[config.mk]
export PLATFORM = sky130hd
export DESIGN_NAME = dmgplus_rom_arbiter
export DESIGN_NICKNAME = d
export VERILOG_FILES = /design/src/rtl/dmgplus_rom_arbiter.sv
export SDC_FILE = /design/constraint.sdc
export NUM_CORES = 1
export LEC_CHECK = 0
export ABC_CLOCK_PERIOD_IN_PS = 2860
export CAP_MARGIN = 20
export CORE_MARGIN = 5
export CORE_UTILIZATION = 52
export CTS_CLUSTER_DIAMETER = 50
export DETAILED_ROUTE_END_ITERATION = 10
export GPL_TIMING_DRIVEN = 0
export HOLD_SLACK_MARGIN = 0.03
export PLACE_DENSITY = 0.85
export SYNTH_ARGS = -nofsm -noshare
export SYNTH_HDL_FRONTEND = slang
export SYNTH_SLANG_ARGS = --single-unit
[constraint.sdc]
create_clock -name clk_8m -period 2.86 [get_ports clk_8m]
set_input_delay 0.429 -clock clk_8m [delete_from_list [all_inputs] [get_ports clk_8m]]
set_output_delay 0.429 -clock clk_8m [all_outputs]
set_load 0.05 [all_outputs]
[src/rtl/dmgplus_rom_arbiter.sv]
// Cartridge read-path arbiter for the splash generator (port 0) and CPU reader (port 1).
// Round-robin grant, setup / strobe / hold bus sequencing at clk_8m.
module dmgplus_rom_arbiter #(
    parameter int unsigned SETUP_CYC = 1,
    parameter int unsigned RD_CYC    = 3,
    parameter int unsigned HOLD_CYC  = 1
) (
    input  logic        clk_8m,
    input  logic        rst,
    input  logic        p0_en,
    input  logic [15:0] p0_addr,
    input  logic        p0_rd,
    output logic        p0_bsy,
    output logic [7:0]  p0_data,
    input  logic [15:0] p1_addr,
    input  logic        p1_rd,
    output logic        p1_bsy,
    output logic [7:0]  p1_data,
    output logic [15:0] cart_addr,
    output logic        cart_rd_n,
    output logic        cart_cs_n,
    input  logic [7:0]  cart_data
);

    typedef enum logic [1:0] {
        IDLE,
        SETUP,
        STROBE,
        HOLD
    } state_t;

    localparam int unsigned MAX_AB = (SETUP_CYC > RD_CYC) ? SETUP_CYC : RD_CYC;
    localparam int unsigned MAXC   = (MAX_AB > HOLD_CYC) ? MAX_AB : HOLD_CYC;
    localparam int unsigned CW     = (MAXC > 1) ? $clog2(MAXC) : 1;

    localparam logic [CW-1:0] SETUP_LAST = CW'(SETUP_CYC - 1);
    localparam logic [CW-1:0] RD_LAST    = CW'(RD_CYC - 1);
    localparam logic [CW-1:0] HOLD_LAST  = CW'(HOLD_CYC - 1);

    state_t        state_q;
    logic [CW-1:0] cnt_q;
    logic          pend0_q;
    logic          pend1_q;
    logic [15:0]   addr0_q;
    logic [15:0]   addr1_q;
    logic          owner_q;
    logic          last_grant_q;
    logic [15:0]   cart_addr_q;
    logic          cart_rd_n_q;
    logic          cart_cs_n_q;
    logic [7:0]    p0_data_q;
    logic [7:0]    p1_data_q;

    logic          cap0;
    logic          cap1;
    logic          grant1_d;
    logic [15:0]   grant_addr_d;

    // Request capture qualifiers and the round-robin pick for the next grant.
    always_comb begin
        cap0         = p0_rd & p0_en & ~pend0_q;
        cap1         = p1_rd & ~pend1_q;
        grant1_d     = pend1_q & (~pend0_q | ~last_grant_q);
        grant_addr_d = grant1_d ? addr1_q : addr0_q;
    end

    // Request capture, bus sequencing FSM and read-data return.
    always_ff @(posedge clk_8m) begin
        if (rst) begin
            state_q      <= IDLE;
            cnt_q        <= '0;
            pend0_q      <= 1'b0;
            pend1_q      <= 1'b0;
            addr0_q      <= '0;
            addr1_q      <= '0;
            owner_q      <= 1'b0;
            last_grant_q <= 1'b1;
            cart_addr_q  <= '0;
            cart_rd_n_q  <= 1'b1;
            cart_cs_n_q  <= 1'b1;
            p0_data_q    <= '0;
            p1_data_q    <= '0;
        end else begin
            if (cap0) begin
                pend0_q <= 1'b1;
                addr0_q <= p0_addr;
            end
            if (cap1) begin
                pend1_q <= 1'b1;
                addr1_q <= p1_addr;
            end
            unique case (state_q)
                IDLE: begin
                    if (pend0_q | pend1_q) begin
                        owner_q      <= grant1_d;
                        last_grant_q <= grant1_d;
                        cart_addr_q  <= grant_addr_d;
                        cart_cs_n_q  <= ~(grant_addr_d[15:13] == 3'b101);
                        cnt_q        <= '0;
                        state_q      <= SETUP;
                    end
                end
                SETUP: begin
                    if (cnt_q == SETUP_LAST) begin
                        cart_rd_n_q <= 1'b0;
                        cnt_q       <= '0;
                        state_q     <= STROBE;
                    end else begin
                        cnt_q <= cnt_q + CW'(1);
                    end
                end
                STROBE: begin
                    if (cnt_q == RD_LAST) begin
                        cart_rd_n_q <= 1'b1;
                        cart_cs_n_q <= 1'b1;
                        if (owner_q) begin
                            p1_data_q <= cart_data;
                            pend1_q   <= 1'b0;
                        end else begin
                            p0_data_q <= cart_data;
                            pend0_q   <= 1'b0;
                        end
                        cnt_q   <= '0;
                        state_q <= HOLD;
                    end else begin
                        cnt_q <= cnt_q + CW'(1);
                    end
                end
                HOLD: begin
                    if (cnt_q == HOLD_LAST) begin
                        cnt_q   <= '0;
                        state_q <= IDLE;
                    end else begin
                        cnt_q <= cnt_q + CW'(1);
                    end
                end
                default: begin
                    state_q <= IDLE;
                end
            endcase
        end
    end

    assign p0_bsy    = p0_rd | pend0_q;
    assign p1_bsy    = p1_rd | pend1_q;
    assign p0_data   = p0_data_q;
    assign p1_data   = p1_data_q;
    assign cart_addr = cart_addr_q;
    assign cart_rd_n = cart_rd_n_q;
    assign cart_cs_n = cart_cs_n_q;

endmodule
# Word level (Yosys, flattened, before mapping)
# Index checks and enable logic that the tools add are counted.
[classes] muxes=23 order_cmp=0 bitwise_logic=13 eq_ne=9 mul=0 addsub=1 n_shift=0 div_mod_pow=0 n_reduce_logical=11
[op_table] cell="$mux W16" n=1
[op_table] cell="$mux W2" n=7
[op_table] cell="$reduce_and A3 Y1" n=4
[op_table] cell="$mux W1" n=11
[op_table] cell="$ne A2 B2 Y1 const B" n=4
[op_table] cell="$pmux W2 S4" n=1
[op_table] cell="$eq A2 B2 Y1 const B" n=3
[op_table] cell="$pmux W2 S3" n=1
[op_table] cell="$not A1 Y1" n=5
[op_table] cell="$and A1 B1 Y1" n=4
[op_table] cell="$logic_not A2 Y1" n=2
[op_table] cell="$or A1 B1 Y1" n=4
[op_table] cell="$pmux W1 S2" n=2
[op_table] cell="$reduce_and A4 Y1" n=1
[op_table] cell="$reduce_bool A2 Y1" n=2
[op_table] cell="$eq A3 B3 Y1 const B" n=1
[op_table] cell="$add A2 B1 Y2 const B" n=1
[op_table] cell="$eq A2 B1 Y1 const B" n=1
[op_table] cell="$reduce_and A2 Y1" n=1
[op_table] cell="$reduce_or A2 Y1" n=1
[word_totals] word_cells=70 romBits=0 out_inout_bits=36 ramBits=0 input_bits=45 memories=0 regBits=74 latchBits=0

# Longest topological paths before layout
# Gate-level depths: netlist (run 1).
[logic_depth] depth_word=8 depth_mapped=8 ltp_nobuf=5

# Worst setup path before layout (run 1)
# Ideal clock, no wire load.
[synth_timing] path_kind="register -> register" from="reg state_q[0]" to="reg state_q[0]" setup_ns=0.086 t_arrival_ns=1.488 period_less_slack_ns=1.573 path_buffers=1 stages_incl_launch_ff=7 required_ns=2.774 setup_slack_ns=1.287 path_cell_list="dfxtp_1 -> inv_1 -> ha_1 -> buf_2 -> nor2b_1 -> or3_1 -> a211oi_1"
[synth_between] elab_chain_len=3 elab_cells_between_ends=10 cone_classes="7 x eq/ne; 1 x mux; 2 x reduce/logical"
[synth_rtl] item="start: declaration" line="40" source="state_t state_q;"
[synth_rtl] item="start signal: assignment" line="70" source="state_q <= IDLE;"
[synth_rtl] item="start signal: assignment" line="100" source="state_q <= SETUP;"
[synth_rtl] item="start signal: assignment" line="107" source="state_q <= STROBE;"
[synth_rtl] item="$eq A2 B2 Y1 (tied with other cells)" line="92" source="unique case (state_q)"
[synth_rtl] item="$ne A2 B2 Y1 (no line)"
[synth_rtl] item="$reduce_and A4 Y1 (no line)"
# Several ways; a longest one is shown, not always the timed one.
# A chain may end at the register's enable or synchronous reset.

# Worst setup path after layout (run 1)
[layout_timing] from="in p1_rd" to="out p1_bsy"
[layout_between] elab_chain_len=1
[layout_rtl] item="start: declaration" line="16" source="input logic p1_rd,"
[layout_rtl] item="$or A1 B1 Y1" line="145" source="assign p1_bsy = p1_rd | pend1_q;"
[layout_rtl] item="end: declaration" line="17" source="output logic p1_bsy,"
# Every way passes these cells.

==> impl_metrics.toml, run 1 <==
[outcome]
status = "completed"

[timing]
fin_crit_ns = 2.31
setup_viol = 0
final_hold_viol_count = 0
slew_viol_final = 0
tightestPinTransition_ns = 0.546
min_period_over_period_pct = 80.6
worst_slack_ns = 0.554
maxSlewHeadroom_pct = 63.5
setup_tns_ns = 0
max_freq_ghz = 0.434
rsz0062_at_grt = "no"
skew_ns = 0.00698
whs_ns = 0.458

[drt]
drt_iter0_markers = 153
firstDrtPassIters = 4
postRouteAntennaNets = 0
wl_per_cell_um = 15.1
wl_mm = 7.87
vias_per_cell = 5.21
drcViolationCount = 0
num_vias = 2714

[worst_setup_path]
crit_arrival_ns = 1.88
crit_start = "p1_rd"
crit_path_end_kind = "output pin"
worst-path-buf-inv = 3
crit_path_frequent_cell = "clkdlybuf4s50_1"
critPathRequiredTime_ns = 2.43
crit_family = "buffers and inverters"
critPathSlowestCell = "clkdlybuf4s50_1"
crit_fanout = 3
crit_type = "in2out"
crit_chain = "clkdlybuf4s50_1 -> nor2_1 -> inv_1 -> clkdlybuf4s50_1"
slowest_delay_ns = 0.79
start_kind = "input port"
reg2reg_from = "state_q[0]"

[global_route]
overflow = 0
grt_pass1_wl_mm = 12.7
antenna_found_initial = 0
grt_max_degree = 13
grt_pass1_vias = 2762
track_usage_pct = 21.9

[min_path]
hold_start = "addr1_q[9]"
hold_class = "reg2reg"

[yosys]
synth_top_area_share_pct = 48.7
syn_inst = 353
ys_ff_latch = 74
synth_common_cells = "84 x nand2_1, 74 x dfxtp_1, 47 x a21oi_1, 29 x nor2_1, 26 x mux2i_1"
yosys-top-cells-area = "dfxtp_1 49%, nand2_1 10%, mux2i_1 8.6%"
synth_ff_type = "dfxtp_1"
yosysSeqAreaShare_pct = 48.7
yosysMostFrequentCell = "nand2_1"
avgSynthCellArea_um2 = 8.61
synth_area_leader_cell = "dfxtp_1"
synth_edf_count = 0
syn-num-nets = 408
yosysWarnings = 0
syn-cell-area_um2 = 3040
synthArstFlopShare_pct = 0
synth_cell_types = 34

[placed_design]
io_buffers = 80
dp_worst_setup_slack_ns = 0.548
dp_hpwl_mm = 5.58
place_congestion = 0.826
place_inst = 505

[floorplan]
core_um2 = 5610
start_util_pct = 54.2
die-area_um2 = 7480
num_rows = 27
pin_count = 81
dieHeight_um = 86.5
die_w_um = 86.5

[final_layout]
multi_input_area_um2 = 1400
nNetsFinal = 499
fin_cells = 521
register_area_um2 = 1480
drive_above_1_share_pct = 7.13
n_antenna_cell = 0
areaGrowthSynthToFinish_pct = 37.1
fillers = 442

[clock_tree]
clockBufferDepth = 2
clock-sinks = 74
cts_hold_buf = 0
root_buffer = "clkbuf_8"
path_clk_slew_ns = 0.08
ctsResizeCount = 0
worstSkewPairLatency_ns = 0.34
cts_tree = "built"
cts_htree_levels = 3
post-cts-setup-buffer-count = 0
cts_buffers = 9

[power]
worst_ir_drop_vdd_uv = 471
p_leak_nw = 1.60
p_per_area_nw_per_um2 = 757

[flow_run]
cap_violations = 0
==> tightest hold or removal path, stage by stage, from the launching register on <==
cell	delay, ns
dfxtp_1	0.31
nand2_1	0.05
a21oi_1	0.05
==> per-layer routing <==
layer  wire length (µm)  track usage (%)  part of all wire [%]  vias up
met5                  0                0                     0        -
met4                 70             9.21                  0.89        0
met3                721             6.18                   9.2        7
met2               3850             37.1                    49      100
met1               3230             26.0                    41     1246
li1                   -                -                     -     1361
==> metrics by stage <==
| stage | power (mW) | cell area (µm²) | util [%] |
|---|---|---|---|
| after global routing | 3.31 | 4170 | 74.3 |
| after global placement | 2.20 | 3930 | 70.1 |
| after detailed placement | 2.23 | 3930 | 70.1 |
| after CTS | 3.16 | 4170 | 74.3 |
| final | 3.16 | 4170 | 74.3 |
| after floorplan | 1.89 | 3040 | - |
==> state kept, by name (all words and copies together) (netlist names) <==
register / cells
addr0_q: 16
addr1_q: 16
cart_addr: 16
p0_data: 8
p1_data: 8
cnt_q: 2
state_q: 2
cart_cs_n: 1
cart_rd_n: 1
last_grant_q: 1
owner_q: 1
pend0_q: 1
pend1_q: 1
==> layout make-up <==
| cell class | instances | share of cell area [%] |
|---|---|---|
| buffer | 26 | 3.21 |
| clock buffer | 12 | 3.96 |
| clock inverter | 4 | 1.74 |
| inverter | 6 | 0.540 |
| multi-input combinational | 247 | 33.6 |
| sequential | 74 | 35.5 |
| tap | 72 | 2.16 |
| timing repair buffer | 80 | 19.2 |
==> layout by cell type, fill, tap and decap left out, drive strengths merged, types with 2 or more instances in the layout <==
cell           instances
a21oi                 47
inv                    6
clkdlybuf4s50         80
nand3b                 4
nor2                  29
ha                    10
dfxtp                 74
buf                   13
nor3                   2
a31oi                  2
o21ai                  2
bufinv                 2
mux2i                 26
a21o                   2
nand3                  3
nand2                 84
nand2b                 5
a211oi                17
or2                    2
clkbuf                25
==> logic make-up (layout without fill, tap and decap cells) <==
logic type               after synthesis  after routing  synth area share (%)
multiplexers                          26             26                  8.56
flip-flops                            74             74                  48.7
AO/OA/AOI/OAI                         75             75                  14.7
adder cells (fa/ha/maj)               10             10                  4.12
buffers and inverters                 32            128                  5.14
AND/OR/NAND/NOR                      136            136                  18.8
==> where the power goes <==
part	leakage, nW	total, mW	internal, mW	switching (mW)
Clock	0.119	0.947	0.562	0.386
Combinational	0.881	0.983	0.368	0.615
Sequential	0.605	1.23	1.15	0.0778
Total	1.60	3.16	2.08	1.08
==> path summary, 6_finish.rpt <==
check	to	slack, ns	depth (start not counted)
max	p1_bsy	0.55	4
min	addr1_q[9]	0.46	2
max reg2reg	cart_addr[15]	0.95	7
min reg2reg	addr1_q[9]	0.46	2
No activity file was read; power rests on OpenSTA's default activity.
==> inputs of run 2 (changes only) <==
Settings changed: ABC_CLOCK_PERIOD_IN_PS 2860 to 2100, CORE_UTILIZATION 52 to 43, PLACE_DENSITY 0.85 to 0.75.
Clock period 2.86 ns to 2.1 ns, I/O delays scaled along.
==> run 2 against run 1 <==
  * Clock-buffer cell count shrank 1
  * Setup slack got worse by 0.31 ns
  * First-iteration DRC count shrank 29%
  * Cell area is 0.96% lower
  * Critical path depth decreased by 3
  * Cell count is 4.6% higher
  * Sequential power is 36% higher
  * Critical path type is now reg2out
  * Critical endpoint is now cart_addr[15]
==> impl_metrics.toml, run 2 (same netlist as run 1, synthesis figures left out) <==
[placed_design]
dp_worst_setup_slack_ns = -0.0123
place_inst = 529
dp_hpwl_mm = 5.70
io_buffers = 80
place_congestion = 0.805

[floorplan]
die_w_um = 94.1
die-area_um2 = 8850
num_rows = 30
start_util_pct = 44.5
core_um2 = 6830
dieHeight_um = 94.1
pin_count = 81

[timing]
tightestPinTransition_ns = 0.525
maxSlewHeadroom_pct = 65.0
slew_viol_final = 0
final_hold_viol_count = 0
fin_crit_ns = 1.85
worst_slack_ns = 0.249
setup_viol = 0
skew_ns = 0.00839
rsz0062_at_grt = "no"
min_period_over_period_pct = 88.2
max_freq_ghz = 0.540

[final_layout]
final_common_cell = "nand2_1"
nNetsFinal = 499
n_antenna_cell = 0
areaGrowthSynthToFinish_pct = 35.8
fin_cells = 545
drive_above_1_share_pct = 6.68
final_cell_mix = "84 x nand2_1, 78 x clkdlybuf4s50_1, 74 x dfxtp_1"
fillers = 645

[worst_setup_path]
critPathRequiredTime_ns = 1.78
start_kind = "register"
crit_chain = "clkdlybuf4s50_1"
crit_type = "reg2out"
crit_fanout = 2
crit_family = "buffers and inverters"
worst-path-buf-inv = 1
crit_path_end_kind = "output pin"
critPathSlowestCell = "clkdlybuf4s50_1"
slowest_delay_ns = 0.82
crit_arrival_ns = 1.54

[flow_run]
cap_violations = 0

[global_route]
grt_max_degree = 14
antenna_found_initial = 0
track_usage_pct = 17.9
grt_pass1_wl_mm = 12.3
overflow = 0
grt_pass1_vias = 2607

[clock_tree]
clockBufferDepth = 2
root_buffer = "clkbuf_8"
post-cts-setup-buffer-count = 0
cts_buffers = 9
clock-sinks = 74
cts_tree = "built"
cts_htree_levels = 3
path_clk_slew_ns = 0.08
worstSkewPairLatency_ns = 0.35

[drt]
postRouteAntennaNets = 0
vias_per_cell = 4.95
firstDrtPassIters = 4
wl_per_cell_um = 14.2
wl_mm = 7.74
num_vias = 2698
drcViolationCount = 0
drt_iter0_markers = 109

[power]
p_leak_nw = 1.57
worst_ir_drop_vdd_uv = 368
p_per_area_nw_per_um2 = 962

[outcome]
status = "completed"

[min_path]
hold_class = "reg2reg"
## run 2: cell types whose count changed in the layout (fill, tap and decap cells not counted), sizes merged
cell,change
clkbuf,-1
clkdlybuf4s50,-2
inv,+1
dlygate4sd2,+2
bufinv,-2
clkinv,+2
## run 2: worst reg2reg max path, delay by kind of cell (launching register included)
family / cells / cell delay [ns]
compound gates: 2 / 0.28
fa+ha+maj: 1 / 0.14
buf+inv: 4 / 0.91
flops: 1 / 0.35
## run 2: repair_timing
item	in CTS	in global routing
hold buffers	0	0
setup endpoints to repair	2	0
gates resized for setup	2	0
## run 2: routing by layer
layer	share of wire [%]	vias to the layer above	global-route usage (%)
li1	-	1359	-
met4	1.2	0	6.14
met1	45	1269	21.6
met2	49	63	30.6
met5	0	-	0
met3	5.1	7	4.81
## run 2: stage by stage
stage | instance area [µm²] | utilization, % | TNS (ns) | hold WS, ns | total power [mW]
floorplan | 3040 | - | 0 | 0.436 | 2.58
global placement | 3960 | 58.0 | -0.0167 | 0.442 | 3.01
detailed placement | 3960 | 58.0 | -0.0123 | 0.446 | 3.04
CTS | 4130 | 60.4 | 0 | 0.457 | 4.00
global route | 4130 | 60.4 | 0 | 0.474 | 4.17
finish | 4130 | 60.4 | 0 | 0.457 | 3.97
## run 2: final timing paths
| check | from | to | slack, ns | depth (start not counted) |
|---|---|---|---|---|
| worst min-delay path | addr0_q[2] | addr0_q[2] | 0.46 | 2 |
| worst min register to register | addr0_q[2] | addr0_q[2] | 0.46 | 2 |
| worst max-delay path | cart_addr[15] | cart_addr[15] | 0.25 | 1 |
| worst max register to register | state_q[1] | cart_addr[11] | 0.28 | 7 |
## run 2: final cells by class
cell class / count / area (µm²) / area share (%)
plain buffers: 26 / 134 / 3.24
multi-input cells: 247 / 1400 / 34.0
clock buffers: 11 / 131 / 3.18
repair buffers: 80 / 798 / 19.3
flip-flops and latches: 74 / 1480 / 35.9
clock inverters: 5 / 38.8 / 0.939
well taps: 96 / 120 / 2.91
inverters: 6 / 22.5 / 0.545
## run 2: power breakdown
part | switching (mW) | internal [mW]
Combinational | 0.832 | 0.498
Sequential | 0.104 | 1.57
Clock | 0.534 | 0.436
Total | 1.47 | 2.50
==> inputs of run 3 (changes only) <==
Settings changed: SLEW_MARGIN set to 15.
==> results of run 3 <==
The final DEF is identical to that of run 2; final timing and power are the same.
